[config.mk]
export PLATFORM = sky130hd
export DESIGN_NAME = seg7_scan_scheduler
export DESIGN_NICKNAME = d
export VERILOG_FILES = /design/src/rtl/seg7_scan_scheduler.sv
export SDC_FILE = /design/constraint.sdc
export NUM_CORES = 1
export LEC_CHECK = 0
export BUFFER_PORTS_ARGS = -buffer_cell sky130_fd_sc_hd__buf_2
export CAP_MARGIN = 20
export CORE_MARGIN = 3
export CORE_UTILIZATION = 38
export DETAILED_ROUTE_END_ITERATION = 10
export GPL_ROUTABILITY_DRIVEN = 0
export GPL_TIMING_DRIVEN = 0
export PLACE_DENSITY = 0.6
export REMOVE_ABC_BUFFERS = 1
export SLEW_MARGIN = 40
export SYNTH_ARGS = -nofsm -noshare
export SYNTH_HDL_FRONTEND = slang
export SYNTH_SLANG_ARGS = --single-unit
export TNS_END_PERCENT = 50
[constraint.sdc]
create_clock -name clk_i -period 4.1 [get_ports clk_i]
set_input_delay 0.82 -clock clk_i [delete_from_list [all_inputs] [get_ports clk_i]]
set_output_delay 0.82 -clock clk_i [all_outputs]
set_load 0.005 [all_outputs]
[src/rtl/seg7_scan_scheduler.sv]
// seg7_scan_scheduler: time-multiplexed scan controller for an
// 8-digit (parameterisable) dynamic 7-segment display.
//
// Ports:
//   clk_i          system clock
//   rst_i          synchronous active-high reset
//   en_i           scan enable; low parks the scan in GUARD at digit 0
//   wr_valid_i     shadow write request
//   wr_ready_o     shadow write can be accepted (low while commit pending)
//   wr_idx_i       target digit of the write
//   wr_data_i      {blank, dp, hex[3:0]}
//   commit_i       pulse: copy shadow to active at next frame boundary
//   commit_done_o  pulse on the cycle the copy happens
//   frame_done_o   pulse on the first GUARD cycle after the last digit
//   abcdefgh_o     segments, active-high, bit7=a .. bit1=g, bit0=dp
//   digit_o        one-hot digit select, active-high, bit0 rightmost

module seg7_scan_scheduler #(
   parameter int w_digit      = 8,
   parameter int drive_cycles = 45000,
   parameter int guard_cycles = 5000,
   localparam int IW   = (w_digit > 1) ? $clog2(w_digit) : 1,
   localparam int MAXC = (drive_cycles > guard_cycles) ?
                         drive_cycles : guard_cycles,
   localparam int CW   = $clog2(MAXC + 1)
) (
   input  logic               clk_i,
   input  logic               rst_i,
   input  logic               en_i,
   input  logic               wr_valid_i,
   output logic               wr_ready_o,
   input  logic [IW-1:0]      wr_idx_i,
   input  logic [5:0]         wr_data_i,
   input  logic               commit_i,
   output logic               commit_done_o,
   output logic               frame_done_o,
   output logic [7:0]         abcdefgh_o,
   output logic [w_digit-1:0] digit_o
);

   typedef enum logic {
      GUARD = 1'b0,
      DRIVE = 1'b1
   } state_e;

   localparam logic [CW-1:0] GUARD_LAST = CW'(guard_cycles - 1);
   localparam logic [CW-1:0] DRIVE_LAST = CW'(drive_cycles - 1);
   localparam logic [IW-1:0] IDX_LAST   = IW'(w_digit - 1);
   localparam logic [5:0]    BLANK      = 6'b100000;

   state_e                   state_q, state_d;
   logic [CW-1:0]            cnt_q, cnt_d;
   logic [IW-1:0]            idx_q, idx_d;
   logic                     pending_q, pending_d;
   logic [w_digit-1:0][5:0]  shadow_q, shadow_d;
   logic [w_digit-1:0][5:0]  active_q, active_d;
   logic [7:0]               seg_q, seg_d;
   logic [w_digit-1:0]       dig_q, dig_d;
   logic                     fd_q, fd_d;
   logic                     cd_q, cd_d;
   logic                     wr_fire;

   function automatic logic [6:0] hex7seg(input logic [3:0] h);
      logic [6:0] s;
      case (h)
         4'h0:    s = 7'b1111110;
         4'h1:    s = 7'b0110000;
         4'h2:    s = 7'b1101101;
         4'h3:    s = 7'b1111001;
         4'h4:    s = 7'b0110011;
         4'h5:    s = 7'b1011011;
         4'h6:    s = 7'b1011111;
         4'h7:    s = 7'b1110000;
         4'h8:    s = 7'b1111111;
         4'h9:    s = 7'b1111011;
         4'hA:    s = 7'b1110111;
         4'hB:    s = 7'b0011111;
         4'hC:    s = 7'b1001110;
         4'hD:    s = 7'b0111101;
         4'hE:    s = 7'b1001111;
         default: s = 7'b1000111;
      endcase
      return s;
   endfunction

   function automatic logic [7:0] seg(input logic [5:0] e);
      logic [7:0] s;
      if (e[5]) s = 8'h00;
      else      s = {hex7seg(e[3:0]), e[4]};
      return s;
   endfunction

   // Ready is combinational on rst so it is low for exactly the
   // cycles reset is asserted.
   assign wr_ready_o = !rst_i && !pending_q;
   assign wr_fire    = wr_valid_i && wr_ready_o;

   always_comb begin
      state_d   = state_q;
      cnt_d     = cnt_q;
      idx_d     = idx_q;
      fd_d      = 1'b0;
      shadow_d  = shadow_q;
      active_d  = active_q;
      pending_d = pending_q;
      dig_d     = '0;
      seg_d     = 8'h00;

      if (!en_i) begin
         state_d = GUARD;
         cnt_d   = '0;
         idx_d   = '0;
      end else begin
         unique case (state_q)
            GUARD: begin
               if (cnt_q == GUARD_LAST) begin
                  state_d = DRIVE;
                  cnt_d   = '0;
               end else begin
                  cnt_d = cnt_q + CW'(1);
               end
            end
            DRIVE: begin
               if (cnt_q == DRIVE_LAST) begin
                  state_d = GUARD;
                  cnt_d   = '0;
                  if (idx_q == IDX_LAST) begin
                     idx_d = '0;
                     fd_d  = 1'b1;
                  end else begin
                     idx_d = idx_q + IW'(1);
                  end
               end else begin
                  cnt_d = cnt_q + CW'(1);
               end
            end
         endcase
      end

      // Out-of-range indices match no entry and are dropped.
      for (int i = 0; i < w_digit; i++) begin
         if (wr_fire && wr_idx_i == IW'(i)) shadow_d[i] = wr_data_i;
      end

      // cd_q marks the copy cycle; pending is still set during it,
      // so no write can race the copy.
      if (cd_q) begin
         active_d  = shadow_q;
         pending_d = 1'b0;
      end else if (commit_i) begin
         pending_d = 1'b1;
      end

      cd_d = pending_d && (fd_d || !en_i);

      // Segments use next-cycle active so a copy followed by an
      // immediate DRIVE (guard of one clock) shows the new value.
      if (state_d == DRIVE) begin
         dig_d[idx_d] = 1'b1;
         seg_d        = seg(active_d[idx_d]);
      end
   end

   always_ff @(posedge clk_i) begin
      if (rst_i) begin
         state_q   <= GUARD;
         cnt_q     <= '0;
         idx_q     <= '0;
         pending_q <= 1'b0;
         shadow_q  <= {w_digit{BLANK}};
         active_q  <= {w_digit{BLANK}};
         seg_q     <= 8'h00;
         dig_q     <= '0;
         fd_q      <= 1'b0;
         cd_q      <= 1'b0;
      end else begin
         state_q   <= state_d;
         cnt_q     <= cnt_d;
         idx_q     <= idx_d;
         pending_q <= pending_d;
         shadow_q  <= shadow_d;
         active_q  <= active_d;
         seg_q     <= seg_d;
         dig_q     <= dig_d;
         fd_q      <= fd_d;
         cd_q      <= cd_d;
      end
   end

   assign abcdefgh_o    = seg_q;
   assign digit_o       = dig_q;
   assign frame_done_o  = fd_q;
   assign commit_done_o = cd_q;

endmodule

# Word level (Yosys, flattened, before mapping)
# Memory sizes are Yosys's and may differ from the RTL's. A register that Yosys moved wholly into a read port is not among the register bits.
# Cells that the tools add are included.
[classes]
n_addsub = 2
magnitude_cmp = 2
n_eq_ne = 10
mux = 22
bitwise_logic = 3
reduce_logical = 20
[op_table]
columns = ["operator", "count"]
rows = [
  ["$mux 48", 1],
  ["$mux 16", 2],
  ["$pmux 16 s2", 1],
  ["$bmux 6 s3", 1],
  ["$add 16x1->16 const B", 1],
  ["$eq 16x13->1 const B", 1],
  ["$eq 16x16->1 const B", 1],
  ["$eq 3x3->1 const B", 5],
  ["$logic_and 1x1->1", 12],
  ["$mux 3", 4],
  ["$mux 1", 10],
  ["$eq 3x2->1 const B", 2],
  ["$mux 6", 1],
  ["$lt 3x4->1 const B", 1],
  ["$reduce_or 2->1", 2],
  ["$add 3x1->3 const B", 1],
  ["$demux 1 s3", 1],
  ["$eq 3x1->1 const B", 1],
  ["$ge 3x1->1 const B", 1],
  ["$logic_not 1->1", 3],
  ["$logic_not 3->1", 1],
  ["$not 1->1", 3],
  ["$reduce_or 3->1", 1],
  ["$pmux 1 s2", 1],
  ["$logic_or 1x1->1", 1],
]
[word_totals]
reg_bits = 135
mem_bits_ro = 112
input_bits = 14
out_inout_bits = 19
n_memories = 1
[mem_list]
columns = ["memory", "words", "word_bits", "read_ports", "rd_ports_with_merged_regs", "wr", "line", "source"]
rows = [
  ["(no name shown)", 16, 7, 1, 1, 0, "65", "case (h)"],
]

# Logic depth before layout (Yosys ltp)
# Gate-level depths: netlist (run 1).
[logic_depth]
depth_word = 9
depth_mapped = 14
depth_no_buf = 13

# Least setup slack after synthesis (run 1)
# OpenSTA, ideal clock, no wires.
[synth_path]
path_kind = "reg2reg"
startpoint = "register cnt_q[0]"
endpoint = "register seg_q[1] (netlist: abcdefgh_o[1])"
t_arrival_ns = 3.545
required_time_ns = 4.004
setup_slack_ns = 0.459
stages_incl_launch_ff = 12
path_buffers = 1
path_cell_list = "dfxtp_1 ha_1 nand4bb_1 nor4_4 mux2i_2 clkbuf_1 or3b_2 o31ai_1 inv_1 ha_1 mux2_1 a221oi_1"
[synth_between]
elab_chain_len = 7
elab_cells_between_ends = 13
classes_between = "2 x eq/ne; 9 x mux; 1 x bitwise; 1 x reduce/logical"
[synth_lines]
columns = ["element", "line", "source"]
rows = [
  ["start, declared", "52", "logic [CW-1:0] cnt_q, cnt_d;"],
  ["start signal, assigned", "178", "cnt_q <= cnt_d;"],
  ["$eq 16x16->1", "124", "if (cnt_q == DRIVE_LAST) begin"],
  ["$mux 3", "124", ""],
  ["$mux 3", "114", "unique case (state_q)"],
  ["$mux 3", "109", "if (!en_i) begin"],
  ["$bmux 6 s3", "160", "seg_d = seg(active_d[idx_d]);"],
  ["$mux 6 (implied by the code)", "160", ""],
  ["$reduce_or 3->1 (no line)", "n/a", ""],
  ["end, declared", "57", "logic [7:0] seg_q, seg_d;"],
]
# Parallel ways exist; a longest one is shown, timed or not. The select of a mux whose other input is x is not followed.
# A chain may end at the register's enable or synchronous reset.

# Final worst setup path (run 1)
# Same ends and word-level chain as after synthesis.

==> summary.txt, run 1 <==
Placement
  • Dpl cell area: 0.00622 sq mm
  • Inst Count DP: 771
  • DP HPWL: 8.62 mm
  • Pre-CTS worst setup slack: -0.270 ns
  • Port-buffer cells: 32

Final layout
  • Area grow syn2layout: 17.5%
  • Fin area: 0.00685 sq mm
  • Cell Count, Final, Fillers Out: 805
  • Multi-input gate area: 0.00301 sq mm
  • Final net count: 632
  • Register area: 0.00271 sq mm
  • Layout cells sized above 1: 16.7%
  • Fillers: 1375
  • Antenna Cells: 0
  • Commonest non-fill, non-tap cell in the layout: dfxtp_1
  • Most frequent cells in the layout: dfxtp_1 (134), nor2_1 (124), mux2i_1 (89), nand2_1 (33), buf_2 (31)

Clock network
  • H-tree depth reported by CTS: 4
  • Clk pin slew, worst setup/hold paths: 0.06 ns
  • Worst-Skew Late Latency: 0.41 ns
  • Max Root-Sink Buffers: 2
  • Clock root buffer master: clkbuf_16
  • Num CTS Buffers: 17
  • CTS tree: done
  • CTS sink cnt: 135

Synthesis
  • FFs w/ async S/R, synth: 0%
  • Synthesized flop and latch total: 135
  • Netlist cell types: 49
  • Syn Inst Count: 580
  • Mapped Area: 0.00583 sq mm
  • Syn avg cell area: 10.1 sq um
  • Number of synthesized flops with an enable pin: 0
  • Ys flop type: dfxtp_1
  • Seq/Total Area, Yosys: 46.4%
  • Ys Warns: 0

STA
  • RSZ-0062 raised after global routing: false
  • Minimum clock period: 3.83 ns
  • Pins Over Slew Limit: 0
  • Final setup margin: 0.274 ns
  • Final hold violation count: 0
  • Clk_skew: 0.00746 ns
  • Tcrit/Tclk final: 93.3%
  • Fmax: 261 MHz
  • Relative slew slack: 48.2%
  • Worst-margin pin slew: 0.765 ns
  • Hold WS: 0.456 ns
  • Final setup fails: 0

Routing
  • Post-route ant nets: 0
  • Mean routed wirelength per cell: 15.6 um
  • Top Metal Used: met4
  • Vias: 4176
  • Starting DRT DRC Count: 285
  • Met1 WL: 5.81 mm
  • WL met2: 6.01 mm
  • Total Wirelength: 12.5 mm
  • Met3 wire length: 369 um
  • Vias per cell: 5.19
  • TritonRoute pass-1 iters: 4
  • DRC violations left: 0

Floorplan
  • Initial Util: 39.5%
  • Die H: 130 um
  • Core outline area: 0.0148 sq mm
  • # IOs: 33
  • Die area: 0.0169 sq mm
  • Row cnt: 44
  • Die Wd: 130 um

GRT
  • Vias in the first global route: 4135
  • Overflow after GRT: 0
  • Initial antenna violation count: 0
  • First-pass GRT wire length: 20.6 mm
  • Tot GR Track Use: 15.7%
  • Largest net degree at the start of global routing: 83

Pwr
  • Cell Pwr Density: 429 mW/mm^2
  • Peak VDD IR: 0.282 mV
  • Sequential Power Share: 45.5%
  • Leak: 2.76 nW
  • Switching share of power: 21.3%
  • Combinational power share: 3.7%
  • Power Total: 2.93 mW
  • Clock Power Share: 50.8%
  • Psw: 0.626 mW
  • Int Power: 2.31 mW

Worst setup path
  • Cell family with most CP delay: multiplexers
  • Top fanout value on the critical path: 9
  • WS Path Type: register to register
  • Critical Path, Cell by Cell: ha_1 -> nand4bb_1 -> nor4_4 -> mux2i_4 -> buf_6 -> buf_8 -> mux4_2 -> o22ai_1 -> nor2_2 -> ha_1 -> mux2_1 -> a221oi_1
  • Worst setup SP type: register
  • Max stage delay on crit path: 0.53 ns
  • Buf/Inv on CP: 2
  • CP dominant cell by count: ha_1
  • Critical path endpoint category: register
  • Slowest cell on crit path: mux4_2
  • Worst path required time: 4.41 ns
  • Worst Path Arrival: 4.14 ns

Status
  • Status: finished, final reports clean

Flow run
  • Max Cap Violations: 0

Worst hold path
  • Worst hold path type: register to register
==> path summary, 6_finish.rpt <==
check / from / endpoint / slack [ns] / cells after the start
setup / recovery: cnt_q[0] / abcdefgh_o[1] / 0.27 / 12
setup reg to reg: cnt_q[0] / abcdefgh_o[1] / 0.27 / 12
hold reg to reg: cnt_q[0] / cnt_q[0] / 0.46 / 1
hold / removal: cnt_q[0] / cnt_q[0] / 0.46 / 1
==> final cells by class <==
| cell class | count | area share (%) |
|---|---|---|
| repair buffers | 41 | 4.29 |
| inverters | 5 | 0.274 |
| clock buffers | 20 | 6.82 |
| flip-flops and latches | 135 | 39.5 |
| multi-input cells | 408 | 43.9 |
| clock inverters | 12 | 1.83 |
| well taps | 184 | 3.36 |
==> power groups by stage <==
stage	Combinational [mW]	Clock [mW]	Sequential, mW
floorplan	0.0524	0	1.37
global placement	0.0913	0	1.38
detailed placement	0.110	0	1.36
CTS	0.110	1.52	1.34
global route	0.119	1.58	1.34
finish	0.109	1.49	1.34
==> layer usage <==
metal	vias up	track usage, %
met5	-	0
met4	0	7.95
met3	24	3.52
met2	66	25.2
met1	1994	19.8
li1	2092	-
==> cell usage after synthesis (all sizes together) (2+ instances only) <==
master	count	share of area, %
clkbuf	22	1.4
nor2	125	8.0
a211o	17	2.6
nor2b	14	1.5
ha	10	2.1
buf	10	0.88
nor4	2	0.47
mux2i	91	16
dfxtp	135	46
and3	15	1.6
xor2	8	1.2
nand2b	7	0.75
xnor2	6	0.90
a21boi	2	0.26
o22ai	6	0.64
a221oi	3	0.45
nand3	13	1.1
nand2	33	2.1
a21oi	4	0.34
mux4	15	5.8
nand4	3	0.43
a211oi	5	0.73
inv	5	0.32
nor3	3	0.26
and2	2	0.21
nand4bb	2	0.39
o21ai	5	0.43
or3b	2	0.30
mux2	5	0.97
==> stage by stage <==
stage	TNS, ns	utilization (%)
floorplan	-1.54	-
global placement	-11.24	41.2
detailed placement	-0.717	42.2
CTS	0	46.2
global route	0	46.4
finish	0	46.4
==> state kept, by name, indices dropped and copies added, names as in the netlist <==
signal	flops
idx_q	3
shadow_q	48
digit_o	8
abcdefgh_o	8
frame_done_o	1
state_q	1
cnt_q	16
active_q	48
pending_q	1
commit_done_o	1
==> kinds of logic (layout without fill, tap and decap cells) <==
logic type | Yosys count | in the layout | synth area share, %
AO/OA/AOI/OAI | 50 | 50 | 6.80
XOR/XNOR | 14 | 14 | 2.10
adder cells (fa/ha/maj) | 10 | 10 | 2.15
buffers and inverters | 37 | 78 | 2.62
flip-flops | 135 | 135 | 46.4
multiplexers | 111 | 111 | 22.5
AND/OR/NAND/NOR | 223 | 223 | 17.5
==> what timing repair did <==
action	CTS	global route
setup buffers	0	2
pin swaps	1	1
setup endpoints to repair	7	1
hold buffers	0	0
endpoints found under the hold margin	0	0
resized for setup	1	2
(Power assumes the default switching activity.)
==> run 2: changes to the inputs <==
Settings changed: REMOVE_ABC_BUFFERS 1 to unset.
==> run 2 against run 1 <==
Largest power group unchanged; clock skew shrank 0.00062 ns; sequential cell count unchanged; global-route usage up 2.0 points; first-iteration DRC count is 28% higher; worst setup slack worse by 0.035 ns; cell count increased by 2.2%; register-to-register slack worse by 0.04 ns; via count up 5.5%; core utilization about the same; cell area about the same; die area stayed put.
==> summary.txt, run 2 (synthesized netlist as in run 1, its figures left out) <==
STA
  • Worst-margin pin slew: 0.689 ns (-0.0762 ns)
  • Hold WS: 0.471 ns (+0.0149 ns)
  • Minimum clock period: 3.86 ns (+0.0351 ns)
  • Clk_skew: 0.00684 ns (-0.000620 ns)
  • Sum Neg Setup Slack: 0 ns (unchanged)
  • Relative slew slack: 54.1% (+5.9 points)
  • RSZ-0062 raised after global routing: false
  • Final setup margin: 0.239 ns (-0.0351 ns)
  • Fmax: 259 MHz (-0.91%)
  • Pins Over Slew Limit: 0 (unchanged)
  • Final setup fails: 0 (unchanged)
  • Tcrit/Tclk final: 94.2% (+0.86 points)
  • Final hold violation count: 0 (unchanged)

Synthesis
  • Syn nets: 604

Worst setup path
  • Worst Path Arrival: 4.18 ns (+0.04 ns)
  • R2r setup slk: 0.24 ns (-0.04 ns)
  • Slowest cell on crit path: mux4_2
  • Critical path endpoint category: register
  • Max stage delay on crit path: 0.56 ns (+0.03 ns)
  • Worst path required time: 4.42 ns (about the same)
  • Top fanout value on the critical path: 10 (+1)
  • Worst setup SP type: register
  • Cell family with most CP delay: multiplexers
  • WS Path Type: register to register
  • CP dominant cell by count: ha_1
  • Buf/Inv on CP: 1 (-1)
  • Critical Path, Cell by Cell: ha_1 -> nand4bb_1 -> nor4_4 -> mux2i_4 -> clkbuf_2 -> mux4_2 -> o22ai_1 -> nor2_2 -> ha_1 -> mux2_1 -> a221oi_1

Routing
  • TritonRoute pass-1 iters: 7 (+3)
  • Starting DRT DRC Count: 365 (+28%)
  • DRC violations left: 0 (unchanged)
  • Mean routed wirelength per cell: 17.2 um (+10%)
  • Vias: 4406 (+5.5%)
  • Post-route ant nets: 0 (unchanged)
  • Vias per cell: 5.35 (+3.2%)
  • Total Wirelength: 14.1 mm (+13%)

Placement
  • Dpl cell area: 0.00620 sq mm (-0.38%)
  • Port-buffer cells: 26 (-19%)
  • Pre-CTS worst setup slack: -0.741 ns (-0.471 ns)
  • DP HPWL: 10.1 mm (+17%)

Floorplan
  • Die area: 0.0169 sq mm (unchanged)
  • Die H: 130 um (unchanged)
  • Row cnt: 44 (unchanged)
  • Initial Util: 39.5% (unchanged)
  • Die Wd: 130 um (unchanged)
  • Core outline area: 0.0148 sq mm (unchanged)
  • # IOs: 33 (unchanged)

GRT
  • Tot GR Track Use: 17.7% (+2.0 points)
  • Vias in the first global route: 4336 (+4.9%)
  • First-pass GRT wire length: 22.6 mm (+10%)
  • Initial antenna violation count: 0 (unchanged)
  • Overflow after GRT: 0 (unchanged)
  • Largest net degree at the start of global routing: 20 (-76%)

Clock network
  • Clk pin slew, worst setup/hold paths: 0.06 ns (about the same)
  • Hold buffers post-CTS: 0 (unchanged)
  • Max Root-Sink Buffers: 2 (unchanged)
  • H-tree depth reported by CTS: 4 (unchanged)
  • CTS sink cnt: 135 (unchanged)
  • Worst-Skew Late Latency: 0.42 ns (about the same)
  • Clock root buffer master: clkbuf_16
  • CTS tree: done
  • Num CTS Buffers: 17 (unchanged)

Final layout
  • Fin area: 0.00684 sq mm (about the same)
  • Area grow syn2layout: 17.4% (about the same)
  • Most frequent cells in the layout: dfxtp_1 (135), nor2_1 (124), mux2i_1 (89), nand2_1 (33), buf_2 (29)
  • Multi-input gate area: 0.00300 sq mm (-0.17%)
  • Antenna Cells: 0 (unchanged)
  • Register area: 0.00270 sq mm (-0.14%)
  • Layout cells sized above 1: 14.7% (-2.0 points)
  • Final net count: 651 (+3.0%)
  • Final Util: 46.4% (about the same)
  • Commonest non-fill, non-tap cell in the layout: dfxtp_1
  • Fillers: 1388 (+0.95%)
  • Biggest regs: active_q: 48 flops, shadow_q: 48 flops, cnt_q: 16 flops

Worst hold path
  • Worst hold path type: register to register

Pwr
  • Peak VDD IR: 0.326 mV (+16%)
  • Leak: 2.76 nW (-0.10%)
  • Cell Pwr Density: 436 mW/mm^2 (+1.7%)

Status
  • Status: finished, final reports clean

Flow run
  • Max Cap Violations: 0 (unchanged)
run 2: changes by cell type in the layout (fill, tap and decap cells not counted), moves of 2 or more:
cell / change
buf_1: +3
buf_2: -2
clkbuf_2: +2
buf_12: -2
clkbuf_1: +24
clkinvlp_4: -3
run 2: layer usage:
layer  vias to the layer above  GRT usage [%]  share of wire (%)
met5                         -              0                  0
met4                         0           5.50                1.2
met3                        15           4.63                4.7
met2                        98           30.1                 49
met1                      2166           22.1                 45
li1                       2127              -                  -
run 2: timing repair:
item                                   in CTS  in global routing
resized for setup                           4                  3
setup endpoints to repair                   7                  5
pin swaps                                   0                  1
endpoints found under the hold margin       0                  0
setup buffers                               3                  0
run 2: worst register-to-register path, cell delays in order, from the launching register on:
cell and delay [ns]:
dfxtp_1 0.38, ha_1 0.22, nand4bb_1 0.20, nor4_4 0.52, mux2i_4 0.35, clkbuf_2 0.38
mux4_2 0.57, o22ai_1 0.23, nor2_2 0.13, ha_1 0.26, mux2_1 0.30, a221oi_1 0.23
run 2: layout make-up:
class,count,area share (%)
sequential,135,39.5
timing repair buffer,29,2.23
clock buffer,23,6.98
buffer,31,2.01
tap,184,3.36
multi-input combinational,408,43.9
clock inverter,8,1.77
inverter,5,0.274
run 2: where the power goes:
group / switching [mW] / internal [mW] / leakage [nW]
clock: 0.532 / 0.998 / 0.293
combinational: 0.0747 / 0.0413 / 1.37
sequential: 0.00923 / 1.33 / 1.09
run 2: final timing paths:
path                            startpoint       endpoint  depth (start not counted)
worst min register to register    cnt_q[0]       cnt_q[0]                          1
worst max register to register    cnt_q[0]  abcdefgh_o[1]                         11
worst max-delay path              cnt_q[0]  abcdefgh_o[1]                         11
worst min-delay path              cnt_q[0]       cnt_q[0]                          1
run 2: per-stage QoR:
stage                     std cells  total power, mW
final                           823             2.98
after global routing            823             3.08
after CTS                       823             3.02
after detailed placement        790             1.48
after global placement          790             1.48
after floorplan                 580             1.44
